--- config.mk ---
export PLATFORM = sky130hd
export DESIGN_NAME = prt_vtb_tg
export DESIGN_NICKNAME = d
export VERILOG_FILES = /design/src/rtl/prt_vtb_tg_pkg.sv /design/src/rtl/prt_vtb_tg_axis.sv /design/src/rtl/prt_vtb_tg.sv
export SDC_FILE = /design/constraint.sdc
export NUM_CORES = 1
export LEC_CHECK = 0
export ABC_AREA = 1
export BUFFER_PORTS_ARGS = -buffer_cell sky130_fd_sc_hd__buf_4
export CAP_MARGIN = 20
export CORE_ASPECT_RATIO = 0.7
export CORE_MARGIN = 10
export CORE_UTILIZATION = 55
export CTS_CLUSTER_SIZE = 14
export DETAILED_ROUTE_END_ITERATION = 10
export GPL_ROUTABILITY_DRIVEN = 0
export PLACE_DENSITY = 0.74
export SETUP_SLACK_MARGIN = 0.05
export SLEW_MARGIN = 20
export SYNTH_ARGS = -nofsm -noshare
export SYNTH_HDL_FRONTEND = slang
export SYNTH_HIERARCHICAL = 1
export SYNTH_SLANG_ARGS = --single-unit
--- constraint.sdc ---
create_clock -name VID_CLK_IN -period 11.59 [get_ports VID_CLK_IN]
set_clock_uncertainty 0.15 [all_clocks]
set_input_delay 1.7385 -clock VID_CLK_IN [delete_from_list [all_inputs] [get_ports VID_CLK_IN]]
set_output_delay 1.7385 -clock VID_CLK_IN [all_outputs]
set_load 0.03 [all_outputs]
--- src/rtl/prt_vtb_tg_pkg.sv ---
// Shared types for the video toolbox timing generator.
// The shadow register struct carries the polarity bits only when PRT_VTB_TG_POL_EN is defined.
package prt_vtb_tg_pkg;

    // Counter and config field width; the shadow struct is sized from this.
    localparam int P_CNT_DEF = 16;

    typedef enum logic {
        sm_idle,
        sm_run
    } sm_state;

    typedef struct packed {
        logic [P_CNT_DEF-1:0] htotal;
        logic [P_CNT_DEF-1:0] hsw;
        logic [P_CNT_DEF-1:0] hstart;
        logic [P_CNT_DEF-1:0] hact;
        logic [P_CNT_DEF-1:0] vtotal;
        logic [P_CNT_DEF-1:0] vsw;
        logic [P_CNT_DEF-1:0] vstart;
        logic [P_CNT_DEF-1:0] vact;
`ifdef PRT_VTB_TG_POL_EN
        logic                 hs_pol;
        logic                 vs_pol;
`endif
    } tg_cfg_struct;

endpackage

--- src/rtl/prt_vtb_tg_axis.sv ---
// One raster axis: wrapping position counter plus sync and active window decode.
// A total of 0 or 1 behaves as 1, so the counter sits at 0 and wraps on every step.
module prt_vtb_tg_axis
    import prt_vtb_tg_pkg::*;
#(
    parameter int P_CNT = P_CNT_DEF
) (
    input  logic             reset,
    input  logic             clock,
    input  logic             clear,
    input  logic             step,
    input  logic [P_CNT-1:0] total,
    input  logic [P_CNT-1:0] sw,
    input  logic [P_CNT-1:0] start,
    input  logic [P_CNT-1:0] act,
    output logic             at_last,
    output logic             sync_hit,
    output logic             act_hit,
    output logic             start_hit
);

    logic [P_CNT-1:0] cnt;
    logic [P_CNT-1:0] last;
    logic [P_CNT:0]   act_end;

    // Window decode; the active end is one bit wider so START+ACT never wraps.
    always_comb begin
        last      = (total <= P_CNT'(1)) ? '0 : total - P_CNT'(1);
        at_last   = (cnt >= last);
        act_end   = {1'b0, start} + {1'b0, act};
        sync_hit  = (cnt < sw);
        act_hit   = (cnt >= start) && ({1'b0, cnt} < act_end);
        start_hit = (cnt == start);
    end

    // Position counter: cleared while not running, wraps to 0 after the last position.
    always_ff @(posedge clock or posedge reset) begin
        if (reset) begin
            cnt <= '0;
        end else if (clear) begin
            cnt <= '0;
        end else if (step) begin
            cnt <= at_last ? '0 : cnt + P_CNT'(1);
        end
    end

endmodule

--- src/rtl/prt_vtb_tg.sv ---
// Video toolbox timing generator: programmable VS/HS/DE/SOF raster gated by the FIFO run output.
// Optional macro PRT_VTB_TG_POL_EN adds per-sync polarity inputs.
module prt_vtb_tg
    import prt_vtb_tg_pkg::*;
#(
    parameter int P_PPC = 2,
    parameter int P_CNT = P_CNT_DEF
) (
    input  logic             VID_RST_IN,
    input  logic             VID_CLK_IN,
    input  logic             VID_CKE_IN,
    input  logic             CTL_RUN_IN,
    input  logic [P_CNT-1:0] CFG_HTOTAL_IN,
    input  logic [P_CNT-1:0] CFG_HSW_IN,
    input  logic [P_CNT-1:0] CFG_HSTART_IN,
    input  logic [P_CNT-1:0] CFG_HACT_IN,
    input  logic [P_CNT-1:0] CFG_VTOTAL_IN,
    input  logic [P_CNT-1:0] CFG_VSW_IN,
    input  logic [P_CNT-1:0] CFG_VSTART_IN,
    input  logic [P_CNT-1:0] CFG_VACT_IN,
`ifdef PRT_VTB_TG_POL_EN
    input  logic             CFG_HS_POL_IN,
    input  logic             CFG_VS_POL_IN,
`endif
    output logic             VID_VS_OUT,
    output logic             VID_HS_OUT,
    output logic             VID_DE_OUT,
    output logic             VID_SOF_OUT,
    output logic             STA_RUN_OUT
);

    // Pixels per clock is informational; horizontal config already arrives in clocks.
    if (P_PPC < 1) begin : g_ppc_unused
    end

    sm_state      state;
    sm_state      state_next;
    logic         run_reg;
    tg_cfg_struct cfg_in;
    tg_cfg_struct shadow;
    logic         enter;
    logic         running;
    logic         clear;
    logic         h_step;
    logic         v_step;
    logic         frame_end;
    logic         h_at_last, h_sync, h_act, h_start;
    logic         v_at_last, v_sync, v_act, v_start;
    logic         hs_act, vs_act, de_q, sof_q;

    // Gather the live config so it can be captured in one shot.
    always_comb begin
        cfg_in        = '0;
        cfg_in.htotal = CFG_HTOTAL_IN;
        cfg_in.hsw    = CFG_HSW_IN;
        cfg_in.hstart = CFG_HSTART_IN;
        cfg_in.hact   = CFG_HACT_IN;
        cfg_in.vtotal = CFG_VTOTAL_IN;
        cfg_in.vsw    = CFG_VSW_IN;
        cfg_in.vstart = CFG_VSTART_IN;
        cfg_in.vact   = CFG_VACT_IN;
`ifdef PRT_VTB_TG_POL_EN
        cfg_in.hs_pol = CFG_HS_POL_IN;
        cfg_in.vs_pol = CFG_VS_POL_IN;
`endif
    end

    // Register the run request before the state machine sees it.
    always_ff @(posedge VID_CLK_IN or posedge VID_RST_IN) begin
        if (VID_RST_IN) begin
            run_reg <= 1'b0;
        end else begin
            run_reg <= CTL_RUN_IN;
        end
    end

    // State register.
    always_ff @(posedge VID_CLK_IN or posedge VID_RST_IN) begin
        if (VID_RST_IN) begin
            state <= sm_idle;
        end else begin
            state <= state_next;
        end
    end

    // Start needs an enabled clock; stop is immediate regardless of the enable.
    always_comb begin
        state_next = state;
        case (state)
            sm_idle: if (run_reg && VID_CKE_IN) state_next = sm_run;
            sm_run:  if (!run_reg) state_next = sm_idle;
        endcase
    end

    assign enter     = (state == sm_idle) && (state_next == sm_run);
    assign running   = (state == sm_run) && run_reg;
    assign clear     = !running;
    assign h_step    = running && VID_CKE_IN;
    assign v_step    = h_step && h_at_last;
    assign frame_end = v_step && v_at_last;

    // Shadow config: captured on start and at every frame wrap, so changes land on frame boundaries.
    always_ff @(posedge VID_CLK_IN or posedge VID_RST_IN) begin
        if (VID_RST_IN) begin
            shadow <= '0;
        end else if (enter || frame_end) begin
            shadow <= cfg_in;
        end
    end

    prt_vtb_tg_axis #(.P_CNT(P_CNT)) u_h_axis (
        .reset     (VID_RST_IN),
        .clock     (VID_CLK_IN),
        .clear     (clear),
        .step      (h_step),
        .total     (shadow.htotal),
        .sw        (shadow.hsw),
        .start     (shadow.hstart),
        .act       (shadow.hact),
        .at_last   (h_at_last),
        .sync_hit  (h_sync),
        .act_hit   (h_act),
        .start_hit (h_start)
    );

    prt_vtb_tg_axis #(.P_CNT(P_CNT)) u_v_axis (
        .reset     (VID_RST_IN),
        .clock     (VID_CLK_IN),
        .clear     (clear),
        .step      (v_step),
        .total     (shadow.vtotal),
        .sw        (shadow.vsw),
        .start     (shadow.vstart),
        .act       (shadow.vact),
        .at_last   (v_at_last),
        .sync_hit  (v_sync),
        .act_hit   (v_act),
        .start_hit (v_start)
    );

    // Output stage: decode of the current counters, one enabled clock behind them.
    always_ff @(posedge VID_CLK_IN or posedge VID_RST_IN) begin
        if (VID_RST_IN) begin
            hs_act <= 1'b0;
            vs_act <= 1'b0;
            de_q   <= 1'b0;
            sof_q  <= 1'b0;
        end else if (!running) begin
            hs_act <= 1'b0;
            vs_act <= 1'b0;
            de_q   <= 1'b0;
            sof_q  <= 1'b0;
        end else if (VID_CKE_IN) begin
            hs_act <= h_sync;
            vs_act <= v_sync;
            de_q   <= h_act && v_act;
            sof_q  <= h_act && v_act && h_start && v_start;
        end
    end

`ifdef PRT_VTB_TG_POL_EN
    // While idle the syncs follow the live polarity inputs so they rest at their inactive level.
    assign VID_HS_OUT = hs_act ^ ((state == sm_run) ? shadow.hs_pol : CFG_HS_POL_IN);
    assign VID_VS_OUT = vs_act ^ ((state == sm_run) ? shadow.vs_pol : CFG_VS_POL_IN);
`else
    assign VID_HS_OUT = hs_act;
    assign VID_VS_OUT = vs_act;
`endif
    assign VID_DE_OUT  = de_q;
    assign VID_SOF_OUT = sof_q;
    assign STA_RUN_OUT = (state == sm_run);

endmodule

==> flow_summary.yaml, run 1 <==
status:
  outcome: "finished, final reports clean"
pwr:
  power_mw: 2.13
  leakagePower_nw: 8.29
  powerDensity_nw_per_um2: 141
  irDropWorstVdd_v: 0.000120
yosys:
  yosysWarnings: 6
  ys.flop_type: "dfrtp_1"
  synthSimpleGateAreaFrac_pct: 34.3
  synth_nets: 2115
  ys_types: 44
  ys_ff_latch: 166
  synth_fa_ha_area_share_pct: 15.3
  synthMuxAreaShare_pct: 0
  async_flop_share_pct: 100
  synth_compound_area_share_pct: 8.51
  synth_xor_area_share_pct: 2.07
  ys_seq_area_share_pct: 30.7
  synth_top_family_by_area: "simple AND/OR/NAND/NOR gates"
  syn-instance-count: 1819
  syn_area_um2: 13500
  avgSynthCellArea_um2: 7.43
  synth_enable_flop_cells: 0
finish:
  top_regs: "shadow x128, u_h_axis/cnt x16, u_v_axis/cnt x16"
  top_register: "shadow"
  insertedDiodeCount: 0
  final_net_count: 2221
  syn2layout_area_growth_pct: 11.9
  final_cell_mix: "nand2_1, nand3_1, inv_1, dfrtp_1, ha_1"
  final_common_cell: "nand2_1"
  largest_reg_flops: 128
  drive_gt1_share_pct: 15.3
grt:
  grt_pass1_wl_um: 60000
  grt_pass1_vias: 11782
  antenna_found_initial: 0
  grt_usage_pct: 23.3
  grt_start_max_net_pins: 109
  grt.overflow.total: 0
clocking:
  htreeDepth: 4
  path_clk_slew_ns: 0.07
  clkLatencyLatePin_ns: 0.45
  clock_tree.root_cell: "clkbuf_16"
  clock_path_buffers: 2
  post-cts-setup-buffer-count: 0
  clkSinkCount: 166
  cts.repair.resized: 0
  hold_buffers: 0
  cts_tree: "done"
  cts-buffers-inserted: 17
timing:
  finalSetupTns_ns: 0
  finalSetupViolations: 0
  timing.final.crit_share_pct: 41.5
  finalMaxSlewViolations: 0
  tightest_slew_ns: 1.06
  slew_headroom_pct: 28.9
  rsz0062_at_grt: "false"
  timing.fmax_mhz: 208
  fin_hold_ws_ns: 0.322
  period_needed_ns: 4.81
  hold_viol: 0
  setup_slack_ns: 6.78
critical_path:
  arrival_ns: 5.03
  cp.required_ns: 11.81
  start_kind: "register"
  rrSetupSlack_ns: 6.78
  cp-end-kind: "register"
  crit_fanout: 83
  critPathKind: "register to register"
detailed_routing:
  drt_iter0_drc: 1199
  drc: 0
  postRouteAntennaNets: 0
  viasPerCell: 5.40
  via_count: 12172
  wl_um: 36300
  first_pass_iters: 6
  post_drt_wl_per_cell_um: 16.1
placed_design:
  place_hpwl_um: 27400
  portBuffers: 136
  dp_slack_ns: 6.83
die:
  die-height_um: 151
  start_util_pct: 56.5
  rows: 47
  fp.dieArea_um2: 31300
  die_width_um: 207
  core-area_um2: 23900
  io_pins: 137
job:
  cap_viol_max_count: 0
worst_hold_path:
  hp-class: "register to register"
## cell families (layout without fill, tap and decap cells)
family / Yosys count / in the layout
compound gates: 180 / 180
xor+xnor: 32 / 32
fa+ha+maj: 164 / 164
buf+inv: 256 / 374
flops: 166 / 166
simple gates: 1021 / 1021
## critical path, stage by stage, from the launching register on
cell     delay (ns)
dfrtp_1        0.44
inv_1          0.07
ha_1           0.25
nand2_4        0.13
a21oi_2        0.08
nand2_2        0.24
o21ai_0        0.22
ha_1           0.36
a21oi_1        0.16
nand2_1        0.09
a21oi_2        0.17
nand3_4        0.25
nand2_1        0.20
nand2_4        0.19
nand2_4        0.60
buf_4          0.82
nand2_1        0.14
nand2_1        0.10
## cell usage after synthesis (10+ instances only)
cell / number / area share, %
a21oi_1: 79 / 2.9
nand3b_1: 15 / 0.83
o21bai_2: 19 / 1.6
nand3_1: 212 / 7.8
o21ai_0: 23 / 0.85
inv_1: 200 / 5.6
xnor2_1: 19 / 1.2
buf_6: 31 / 2.6
nand4_1: 14 / 0.65
buf_2: 16 / 0.59
nor2_1: 118 / 3.3
nor3_1: 20 / 0.74
xor2_1: 13 / 0.84
a21o_1: 10 / 0.56
nand2_2: 58 / 2.7
o21bai_1: 19 / 1.1
ha_1: 162 / 15
nand2_1: 536 / 15
dfrtp_1: 166 / 31
## power by group
group	leakage [nW]	switching (mW)	internal, mW
combinational	5.88	0.465	0.302
clock	0.286	0.249	0.351
sequential	2.12	0.0966	0.665
## area by class of cell
class	instances	area (µm²)
multi-input cells	1397	8140
inverters	203	767
repair buffers	140	1050
well taps	318	398
flip-flops and latches	166	4150
clock buffers	21	460
fillers	2123	8810
clock inverters	10	148
## metal layers
layer	GRT usage [%]	vias up	wire length, µm
li1	-	6124	-
met1	32.5	5596	17700
met2	35.6	411	15400
met3	5.49	41	2660
met4	6.18	0	589
met5	0	-	0
## final timing paths
kind,from,end,cells after the start
worst min-delay path,shadow[44],shadow[44],2
max in group asynchronous,VID_RST_IN,shadow[86],3
worst max-delay path,shadow[112],shadow[71],17
worst min register to register,shadow[44],shadow[44],2
min in group asynchronous,VID_RST_IN,u_v_axis/cnt[3],2
worst max register to register,shadow[112],shadow[71],17
## metrics by stage
stage	instances	cell area (µm²)	util (%)
CTS	2255	15100	63.2
finish	2255	15100	63.2
detailed placement	2224	14500	60.6
global route	2255	15100	63.2
global placement	2224	14500	60.6
floorplan	1819	13500	-
Power figures use the tool's default switching activity.
==> inputs of run 2 (changes only) <==
ABC_AREA = 0   (was 1)
PLACE_DENSITY = 0.77   (was 0.74)
clock period = 4 ns   (was 11.59 ns; I/O delays follow)
==> flow_summary.yaml, run 2 <==
status:
  outcome: "complete, but fails checks"
  violations: "negative setup slack"
worst_hold_path:
  hp-start: "CTL_RUN_IN"
  min_to: "run_reg"
  hp-class: "input port to register"
  hold_path_depth: 1
yosys:
  synth_compound_area_share_pct: 13.9
  syn-instance-count: 1216
  async_flop_share_pct: 100
  ys_ff_latch: 166
  ys_seq_area_share_pct: 32.8
  synthMuxAreaShare_pct: 14.7
  synth_top_family_by_area: "adder cells"
  yosysMostFrequentCell: "dfrtp_1"
  synth_fa_ha_area_share_pct: 16.3
  syn_area_um2: 12700
  synth_area_leaders: "dfrtp_1, ha_1, mux2_4"
  synth_top_area_share_pct: 32.8
  yosysWarnings: 6
  synth_nets: 1512
  avgSynthCellArea_um2: 10.4
  synth_enable_flop_cells: 0
  synth_common_cells: "dfrtp_1, ha_1, mux2_4"
  synth_xor_area_share_pct: 3.11
  synthSimpleGateAreaFrac_pct: 13.8
  ys.flop_type: "dfrtp_1"
  ys_types: 78
  synth_top_area_cell: "dfrtp_1"
detailed_routing:
  wl_um: 33700
  first_pass_iters: 6
  postRouteAntennaNets: 0
  drc: 0
  drt_iter0_drc: 809
  post_drt_wl_per_cell_um: 19.2
  viasPerCell: 5.83
  via_count: 10215
clocking:
  hold_buffers: 0
  clkSinkCount: 166
  path_clk_slew_ns: 0.07
  cts_tree: "done"
  cts-buffers-inserted: 17
  clock_path_buffers: 2
  clkLatencyLatePin_ns: 0.45
  htreeDepth: 4
  clock_tree.root_cell: "clkbuf_16"
finish:
  final_common_cell: "buf_4"
  top_regs: "shadow x128, u_h_axis/cnt x16, u_v_axis/cnt x16"
  final_net_count: 1724
  finalInstanceArea_um2: 15600
  drive_gt1_share_pct: 32.3
  syn2layout_area_growth_pct: 23.2
  final_cell_mix: "buf_4, dfrtp_1, ha_1, mux2_4, inv_1"
  insertedDiodeCount: 0
  top_register: "shadow"
  largest_reg_flops: 128
  finalNonFillerCells: 1753
placed_design:
  place_hpwl_um: 24600
  portBuffers: 136
  dp_cells: 1700
  placed_area_um2: 14400
  dp_slack_ns: -0.160
pwr:
  clock_power_share_pct: 27.4
  powerDensity_nw_per_um2: 419
  p_int_mw: 4.27
  leakagePower_nw: 7.74
  pwr-share-comb_pct: 39.5
  power_mw: 6.54
  p_seq_share_pct: 33.1
  p_switching_mw: 2.27
  swShare_pct: 34.7
  irDropWorstVdd_v: 0.000342
die:
  io_pins: 137
  fp.dieArea_um2: 29600
  rows: 46
  start_util_pct: 55.8
  die-height_um: 147
  core-area_um2: 22700
  die_width_um: 201
critical_path:
  cp_cell_sequence: "ha_1, a2111oi_0, a211oi_2, nor2_1, xnor2_1, ha_1, and3_1, nand2_1, nor2_1, a21oi_1, a221oi_2, a22oi_2, and4_1, mux2i_1, nor2_1"
  rrSetupSlack_ns: -0.31
  cp.required_ns: 4.16
  cp-end-kind: "register"
  crit_path_max_incr_delay_ns: 1.01
  critPathTopFamily: "compound AO/OA/AOI/OAI gates"
  reg2reg_to: "VID_SOF_OUT"
  crit_start: "shadow[27]"
  cpMostUsedCell: "nor2_1"
  critPathSlowestCell: "a2111oi_0"
  critPathKind: "register to register"
  ff2ff_path_depth: 15
  arrival_ns: 4.48
  crit_fanout: 5
  path_buf_inv: 0
  start_kind: "register"
  timing.rr.start: "shadow[27]"
timing:
  finalMaxSlewViolations: 0
  timing.fmax_mhz: 232
  finalSetupViolations: 130
  timing.final.crit_share_pct: 108
  fin_hold_ws_ns: 0.108
  period_needed_ns: 4.31
  slew_headroom_pct: 20.6
  tightest_slew_ns: 1.16
  rsz0062_at_grt: "true"
  setup_slack_ns: -0.313
  hold_viol: 0
grt:
  grt_use_met3_pct: 4.53
  grt_usage_pct: 21.3
  grt.busiest_layer: "met1"
  grt.overflow.total: 0
  met1_usage_pct: 31.7
  grt_pass1_vias: 9933
  grt_start_max_net_pins: 47
  antenna_found_initial: 0
  use_met2_pct: 30.4
  grt_pass1_wl_um: 51800
job:
  cap_viol_max_count: 0
## run 2: cell types whose count changed in the layout (fill, tap and decap cells not counted), moves of 17 or more
cell / previous run / this run
mux2_4: 0 / 112
nand3_1: 212 / 32
nand2_1: 536 / 79
a21o_1: 10 / 31
nand2_2: 56 / 6
a21oi_1: 79 / 55
nor2_1: 118 / 64
o21bai_2: 19 / 0
inv_1: 199 / 84
xor2_1: 13 / 30
buf_4: 139 / 205
## run 2: power groups by stage
stage	combinational, mW	sequential, mW	clock [mW]
floorplan	1.77	2.12	0
global placement	2.28	2.18	0
detailed placement	2.38	2.18	0
CTS	2.42	2.16	1.80
global route	2.85	2.20	1.87
finish	2.59	2.17	1.79
## run 2: how the worst max path moves through the flow
stage,cells after the start,to,slack (ns)
final,15,VID_SOF_OUT,-0.31
after CTS,16,shadow[67],-0.18
after detailed placement,16,shadow[48],-0.16
after global routing,17,shadow[67],-0.44
after global placement,16,shadow[52],-0.07
after floorplan,18,shadow[0],-0.10
## run 2: worst reg2reg max path: cells and delay by family (launching register included)
family,cells,cell delay (ns)
AOI/OAI and AO/OA,5,1.81
muxes,1,0.13
and+or+nand+nor,6,0.92
adders and majority gates,2,0.68
xor gates and xnor gates,1,0.10
DFF,1,0.40
## run 2: area by class of cell
class | count | area (µm²)
multi-input cells | 930 | 8190
fillers | 1705 | 7070
flip-flops and latches | 166 | 4150
repair buffers | 226 | 1920
clock buffers | 18 | 439
well taps | 312 | 390
inverters | 87 | 330
clock inverters | 14 | 189
## run 2: cell families after synthesis
family                   count (synthesis)
AO/OA/AOI/OAI                          265
XOR/XNOR                                45
adder cells (fa/ha/maj)                164
buffers and inverters                  120
flip-flops                             166
multiplexers                           133
AND/OR/NAND/NOR                        323
## run 2: layer usage
| layer | vias to the layer above | wire length (µm) |
|---|---|---|
| met1 | 4914 | 16600 |
| met2 | 367 | 14400 |
| met4 | 0 | 395 |
| met3 | 41 | 2320 |
| met5 | - | 0 |
| li1 | 4893 | - |
## run 2: through the flow
step / TNS [ns] / utilization, %
after global routing: -51.09 / 68.8
after detailed placement: -13.02 / 63.6
after CTS: -20.10 / 66.6
final: -28.78 / 68.8
after global placement: -2.79 / 63.6
after floorplan: -11.66 / -
## run 2: repair_timing
action	in CTS	in global routing
pin swaps	1	23
cloned	0	5
setup endpoints to repair	131	159
setup buffers	3	13
gates resized for setup	7	61
==> inputs of run 3 (changes only) <==
--- a/config.mk
+++ b/config.mk
@@ -12,4 +12,5 @@
 export CORE_MARGIN = 10
 export CORE_UTILIZATION = 55
+export CTS_BUF_LIST = sky130_fd_sc_hd__clkbuf_8
 export CTS_CLUSTER_SIZE = 14
 export DETAILED_ROUTE_END_ITERATION = 10
==> constraint.sdc (replaced) <==
create_clock -name VID_CLK_IN -period 4 [get_ports VID_CLK_IN]
set_clock_uncertainty 0.15 [all_clocks]
set_input_delay 0.2 -clock VID_CLK_IN [delete_from_list [all_inputs] [get_ports VID_CLK_IN]]
set_output_delay 0.2 -clock VID_CLK_IN [all_outputs]
set_load 0.03 [all_outputs]
==> flow_summary.yaml, run 3 (synthesized netlist as in run 2, its figures left out) <==
critical_path:
  cp.required_ns: 4.25
  crit_path_max_incr_delay_ns: 0.56
  cp_cell_sequence: "or4_4, nor3_4, nand3_2, buf_4, buf_4, buf_4, xnor2_1, nand2_1, ha_1, or4_4, a41oi_2, nor2_1, nand2_1, a21oi_4, buf_12, buf_4, buf_4, mux2_4"
  critPathSlowestCell: "or4_4"
  arrival_ns: 4.49
  crit_fanout: 8
  cp-end-kind: "register"
  cpMostUsedCell: "buf_4"
  start_kind: "register"
  critPathKind: "register to register"
  critPathTopFamily: "simple AND/OR/NAND/NOR gates"
  path_buf_inv: 6
clocking:
  path_clk_slew_ns: 0.10
  cts_tree: "done"
  clock_tree.root_cell: "clkbuf_8"
  clock_path_buffers: 2
  clkLatencyLatePin_ns: 0.51
  htreeDepth: 4
  cts-buffers-inserted: 17
  clkSinkCount: 166
grt:
  grt.overflow.total: 0
  grt_start_max_net_pins: 64
  grt_pass1_vias: 11016
  grt_pass1_wl_um: 59000
  antenna_found_initial: 1
  grt_usage_pct: 24.4
finish:
  largest_reg_flops: 128
  finalInstanceArea_um2: 17300
  final_cell_mix: "buf_4, dfrtp_1, ha_1, dlygate4sd3_1, mux2_4"
  drive_gt1_share_pct: 32.0
  top_regs: "shadow x128, u_h_axis/cnt x16, u_v_axis/cnt x16"
  top_register: "shadow"
  syn2layout_area_growth_pct: 37.0
  final_common_cell: "buf_4"
  final_net_count: 1887
placed_design:
  place_hpwl_um: 25300
  placed_area_um2: 14500
  portBuffers: 136
detailed_routing:
  drt_iter0_drc: 1237
  drc: 0
  via_count: 11471
  first_pass_iters: 6
  wl_um: 40000
  postRouteAntennaNets: 0
  post_drt_wl_per_cell_um: 20.9
  viasPerCell: 5.98
pwr:
  leakagePower_nw: 8.42
  power_mw: 6.39
  irDropWorstVdd_v: 0.000268
  powerDensity_nw_per_um2: 369
die:
  io_pins: 137
  die_width_um: 201
  die-height_um: 147
  rows: 46
  fp.dieArea_um2: 29600
  start_util_pct: 55.8
  core-area_um2: 22700
timing:
  rsz0062_at_grt: "true"
  setup_slack_ns: -0.248
  finalMaxSlewViolations: 0
  finalSetupViolations: 129
  timing.final.crit_share_pct: 106
  timing.fmax_mhz: 235
  period_needed_ns: 4.25
  slew_headroom_pct: 41.2
  tightest_slew_ns: 0.879
  hold_viol: 0
  finalSetupTns_ns: -25.75
worst_hold_path:
  hp-class: "input port to register"
job:
  cap_viol_max_count: 0
status:
  violations: "negative setup slack"
  outcome: "complete, but fails checks"
-- run 3: where the power goes --
group / internal (mW) / total (mW) / switching [mW] / leakage [nW]
clock network: 0.631 / 1.36 / 0.729 / 0.206
registers: 1.93 / 2.18 / 0.250 / 2.03
logic: 1.47 / 2.86 / 1.38 / 6.18
total: 4.03 / 6.39 / 2.36 / 8.42
-- run 3: path summary, 6_finish.rpt --
check	start	endpoint	slack [ns]	cells after the start
worst max-delay path	shadow[53]	shadow[31]	-0.25	18
worst min-delay path	CTL_RUN_IN	run_reg	0.22	2
worst max register to register	shadow[53]	shadow[31]	-0.25	18
worst min register to register	shadow[32]	shadow[32]	0.37	1
max in group asynchronous	VID_RST_IN	shadow[84]	2.29	4
min in group asynchronous	VID_RST_IN	u_h_axis/cnt[3]	0.24	3
-- run 3: area by class of cell --
class | instances | area, µm²
Antenna cell | 1 | 2.50
Clock buffer | 17 | 234
Clock inverter | 15 | 190
Fill cell | 1426 | 5330
Inverter | 87 | 329
Multi-Input combinational cell | 931 | 8330
Sequential cell | 166 | 4150
Tap cell | 312 | 390
Timing Repair Buffer | 388 | 3720
-- run 3: repair_timing --
action | 4_1_cts | 5_1_grt
setup endpoints to repair | 142 | 160
hold buffers | 131 | 0
endpoints found under the hold margin | 227 | 0
gates resized for setup | 22 | 94
buffers inserted | 12 | 20
pin swaps | 8 | 34
gates cloned | 3 | 11
-- run 3: through the flow --
step	hold slack (ns)	std cells	worst slack [ns]	util [%]
floorplan	-0.0363	1216	-0.103	-
global placement	0.162	1708	-0.106	63.9
detailed placement	0.161	1708	-0.188	63.9
CTS	0.176	1886	-0.162	72.7
global route	0.204	1917	-0.408	76.5
finish	0.217	1917	-0.248	76.5
-- run 3: layer usage --
metal	share of wire [%]	global-route usage, %	vias up	wire length [µm]
li1	-	-	5209	-
met1	43	34.1	5524	17300
met2	46	37.8	635	18300
met3	8.0	4.33	103	3210
met4	2.8	7.57	0	1130
met5	0	0	-	0
